<file path="src/rtl/serial_parity_engine.sv">
// Serial parity generator/checker: groups accepted bits into FRAME_LEN-bit frames,
// reports even/odd frame parity and, in check mode, compares a trailing parity bit.
module serial_parity_engine #(
  parameter int unsigned FRAME_LEN = 32,
  parameter bit          ODD       = 1'b0,
  parameter int unsigned CNT_W     = $clog2(FRAME_LEN + 1)
) (
  input  logic             clk,
  input  logic             rst_n,
  input  logic             mode,
  input  logic             ip_valid,
  input  logic             ip,
  input  logic             abort,
  output logic             parity,
  output logic             frame_done,
  output logic             parity_err,
  output logic             busy,
  output logic [CNT_W-1:0] bit_cnt
);

  typedef enum logic [1:0] {
    ST_IDLE = 2'd0,
    ST_DATA = 2'd1,
    ST_PBIT = 2'd2
  } state_e;

  localparam logic [CNT_W-1:0] LAST_CNT = CNT_W'(FRAME_LEN - 1);

  state_e           state_q, state_d;
  logic             mode_q, mode_d;
  logic             parity_q, parity_d;
  logic [CNT_W-1:0] cnt_q, cnt_d;
  logic             done_q, done_d;
  logic             err_q, err_d;
  logic             busy_q, busy_d;

  // State and output registers
  always_ff @(posedge clk or negedge rst_n) begin
    if (!rst_n) begin
      state_q  <= ST_IDLE;
      mode_q   <= 1'b0;
      parity_q <= ODD;
      cnt_q    <= '0;
      done_q   <= 1'b0;
      err_q    <= 1'b0;
      busy_q   <= 1'b0;
    end else begin
      state_q  <= state_d;
      mode_q   <= mode_d;
      parity_q <= parity_d;
      cnt_q    <= cnt_d;
      done_q   <= done_d;
      err_q    <= err_d;
      busy_q   <= busy_d;
    end
  end

  // Next-state logic; abort outranks any bit presented in the same cycle
  always_comb begin
    state_d  = state_q;
    mode_d   = mode_q;
    parity_d = parity_q;
    cnt_d    = cnt_q;
    done_d   = 1'b0;
    err_d    = 1'b0;

    if (abort) begin
      state_d  = ST_IDLE;
      cnt_d    = '0;
      parity_d = ODD;
    end else if (ip_valid) begin
      unique case (state_q)
        ST_IDLE: begin
          mode_d   = mode;
          parity_d = ODD ^ ip;
          cnt_d    = CNT_W'(1);
          state_d  = ST_DATA;
        end
        ST_DATA: begin
          parity_d = parity_q ^ ip;
          cnt_d    = cnt_q + CNT_W'(1);
          if (cnt_q == LAST_CNT) begin
            if (mode_q) begin
              state_d = ST_PBIT;
            end else begin
              done_d  = 1'b1;
              state_d = ST_IDLE;
            end
          end
        end
        ST_PBIT: begin
          // Received parity bit is compared, never folded into the running parity
          err_d   = (ip != parity_q);
          done_d  = 1'b1;
          state_d = ST_IDLE;
        end
        default: state_d = ST_IDLE;
      endcase
    end

    busy_d = (state_d != ST_IDLE);
  end

  assign parity     = parity_q;
  assign frame_done = done_q;
  assign parity_err = err_q;
  assign busy       = busy_q;
  assign bit_cnt    = cnt_q;

endmodule

</file>
<file path="config.mk">
export PLATFORM = sky130hd
export DESIGN_NAME = serial_parity_engine
export DESIGN_NICKNAME = d
export VERILOG_FILES = /design/src/rtl/serial_parity_engine.sv
export SDC_FILE = /design/constraint.sdc
export NUM_CORES = 1
export LEC_CHECK = 0
export CORE_MARGIN = 5
export CORE_UTILIZATION = 33
export DETAILED_ROUTE_END_ITERATION = 8
export GPL_TIMING_DRIVEN = 0
export HOLD_SLACK_MARGIN = 0.06
export PLACE_DENSITY = 0.65
export SKIP_LAST_GASP = 1
export SLEW_MARGIN = 0
export SYNTH_ARGS = -nofsm -noshare
export SYNTH_HDL_FRONTEND = slang
export SYNTH_SLANG_ARGS = --single-unit
</file>
<file path="constraint.sdc">
create_clock -name clk -period 2.4 [get_ports clk]
set_input_delay 0.48 -clock clk [delete_from_list [all_inputs] [get_ports clk]]
set_output_delay 0.48 -clock clk [all_outputs]
set_load 0.03 [all_outputs]
</file>
==> summary.md <==
| Metric | Value |
|---|---|
| Hold WC Path Type | `reg2reg` |
| Synthesized area | `699.4 sq um` |
| Status | `finished, final reports clean` |
| I/O pin count | `16` |
| Die extent in x | `56.04 um` |
| Final Skew | `0.003800 ns` |
| Layout Nets | `102` |
| Slew margin rel. | `60.58%` |
| CTS tree | `done` |
| Net Count, Synth | `82` |
| Wire length per cell | `12.65 um` |
| PD cells | `507.7 nW/um^2` |
| Crit path cell chain | `clkdlybuf4s50_1` |
| Vias in the first global route | `634` |
| Critical Path End Type | `output port` |
| # port buffers | `15` |
| Util after Layout | `45.90%` |
| Fin. max-slew vios | `0` |
| HPWL after detailed placement | `1145 um` |
| Synthesized area per cell | `9.714 sq um` |
| Total grt overflow | `0` |
| CP Max Fanout | `7` |
| Slew of the pin with the lowest slew margin | `0.5895 ns` |
| Sequential area share after synthesis | `46.51%` |
| Ant diodes | `0` |
| CTS H-tree depth | `1` |
| Initial antenna violation count | `0` |
| Setup TNS Final | `0 ns` |
| Synthesis Warnings | `0` |
| DRC | `0` |
| Synth unique cells | `30` |
| Quantity of gates resized following cts | `0` |
| Area delta synth->final | `30.05%` |
| Core Footprint | `1982 sq um` |
| Postcts setup bufs | `0` |
| Tot GR Track Use | `10.88%` |
| Req. time, crit path | `1.92 ns` |
| Max-cap viol count | `0` |
| Type of origin of the critical path | `register` |
| Share of cells above drive strength 1 | `4.396%` |
| Row Count | `16` |
| Tmin final | `1.904 ns` |
| Flops & latches, synth | `13` |
| CTS Hold Bufs | `0` |
| Critical path data arrival time | `1.42 ns` |
| Worst-Skew Late Latency | `0.28 ns` |
| Endpoints failing hold | `0` |
| Antenna viol nets, final | `0` |
| First-pass GRT wire length | `2704 um` |
| CP top delay family | `buffers and inverters` |
| Maximum clock path buffer count | `2` |
| Largest net degree at the start of global routing | `14` |
| Final Cycle Share | `79.32%` |
| RSZ-0062 raised after global routing | `no` |
| Clock sinks | `13` |
| Die area | `3140 sq um` |
| Inserted Clock Buffers | `3` |
| Detailed Route Iter0 Violations | `23` |
| VDD IR max | `222.5 uV` |
| Crit-path max cell delay | `0.70 ns` |
| Drt via density | `5.136` |
| FMAX | `525.3 MHz` |
| Via count | `606` |
| Routability cong. | `0.7924` |
| # setup viols final | `0` |
| Reg clk slew, reported paths | `0.08 ns` |
| DIE HEIGHT | `56.04 um` |
| Buf/Inv on CP | `1` |
| Final WL | `1493 um` |
| Reg2reg start | `bit_cnt[0]$_DFFE_PN0P_` |
| Root buf cell | `clkbuf_4` |
| DRT Pass-1 Iters | `4` |
| Initial Utilization | `35.29%` |
| CP max-delay cell | `clkdlybuf4s50_1` |
| Hold Startpoint | `mode_q$_DFFE_PN0P_` |
| Pleak | `0.3963 nW` |
| Worst setup startpoint | `bit_cnt[3]$_DFFE_PN0P_` |
| Mapped Cells | `72` |
| Critical path class | `reg2out` |
==> path summary, 6_finish.rpt <==
check / endpoint / slack (ns) / cells after the start
setup / recovery: bit_cnt[3] / 0.50 / 1
hold / removal: mode_q$_DFFE_PN0P_ / 0.53 / 1
setup reg to reg: busy$_DFF_PN0_ / 0.68 / 5
hold reg to reg: mode_q$_DFFE_PN0P_ / 0.53 / 1
max in group asynchronous: bit_cnt[5]$_DFFE_PN0P_ / 1.44 / 1
min in group asynchronous: frame_done$_DFF_PN0_ / 0.57 / 1
==> layout make-up <==
type / count / area (sq um)
plain buffers: 1 / 3.754
repair buffers: 15 / 150.1
inverters: 3 / 11.26
flip-flops and latches: 13 / 325.3
well taps: 27 / 33.78
multi-input cells: 55 / 359.1
clock buffers: 4 / 26.28
fillers: 206 / 1072
==> metrics by stage <==
stage          setup slack, ns  power [mW]  cell area, sq um  cells  hold WS [ns]
2_1_floorplan           0.5940      0.2924             699.4     72        0.1844
6_report                0.4962      0.4618             909.6    118        0.5316
3_3_place_gp            0.3432      0.3279             883.3    114        0.5233
5_1_grt                 0.4151      0.4924             909.6    118        0.5760
3_5_place_dp            0.3545      0.3297             883.3    114        0.5182
4_1_cts                 0.4718      0.4697             909.6    118        0.5382
==> state kept, by name (all words and copies together) (netlist names) <==
signal,flops
busy,1
parity,1
parity_err,1
state_q,2
mode_q,1
bit_cnt,6
frame_done,1
==> routing by layer <==
metal,track usage (%),up-vias,wire (um)
li1,-,303,-
met2,18.03,10,729
met5,0,-,0
met4,8.814,0,45
met3,1.624,5,34
met1,12.20,288,684
==> worst reg2reg max path, cell delays in order, from the launching register on <==
cell	delay (ns)
dfrtp_1	0.44
ha_1	0.24
nand4_1	0.14
or2_0	0.25
a311o_1	0.34
or2_1	0.21
==> kinds of logic after synthesis <==
family	count (synthesis)	share of synthesized area [%]
XOR/XNOR	1	1.252
AO/OA/AOI/OAI	21	20.93
buffers and inverters	4	2.146
multiplexers	1	1.610
adder cells (fa/ha/maj)	4	7.156
AND/OR/NAND/NOR	28	20.39
flip-flops	13	46.51
==> synth_stat cells, drive strengths merged <==
cell	number	area share [%]
nand4	1	0.90
or2	2	1.8
nand2	6	3.2
o21a	1	1.1
mux2	1	1.6
o21ai	9	6.4
a311o	1	1.4
xor2	1	1.3
dfrtp	13	47
nor3b	1	1.1
o311a	1	1.4
a31oi	1	0.90
nand2b	2	1.8
a22o	1	1.3
nand3	3	2.1
inv	3	1.6
nor2	6	3.2
ha	4	7.2
nor3	2	1.4
and3	2	1.8
clkbuf	1	0.54
nand4b	1	1.3
nor2b	2	1.8
o31ai	2	2.1
a311oi	2	2.5
o21bai	1	1.6
a21oi	1	0.71
o211a	1	1.4
==> where the power goes <==
group          total (mW)  switching, mW  internal, mW
Clock               0.137         0.0730        0.0645
Sequential          0.240         0.0101         0.230
Combinational      0.0845         0.0484        0.0361
Total               0.462          0.132         0.330
==> placed cells by master (no fill, tap or decap), types with 3 or more instances in the layout <==
| master | netlist | routed |
|---|---|---|
| clkdlybuf4s50_1 | 0 | 15 |
| o21ai_1 | 8 | 8 |
| inv_1 | 3 | 3 |
| nor2_1 | 6 | 6 |
| ha_1 | 4 | 4 |
| dfrtp_1 | 13 | 13 |
| nand2_1 | 6 | 6 |
| nand3_1 | 3 | 3 |
| clkbuf_4 | 0 | 3 |
Note: power is estimated with default switching activity, not from simulation.
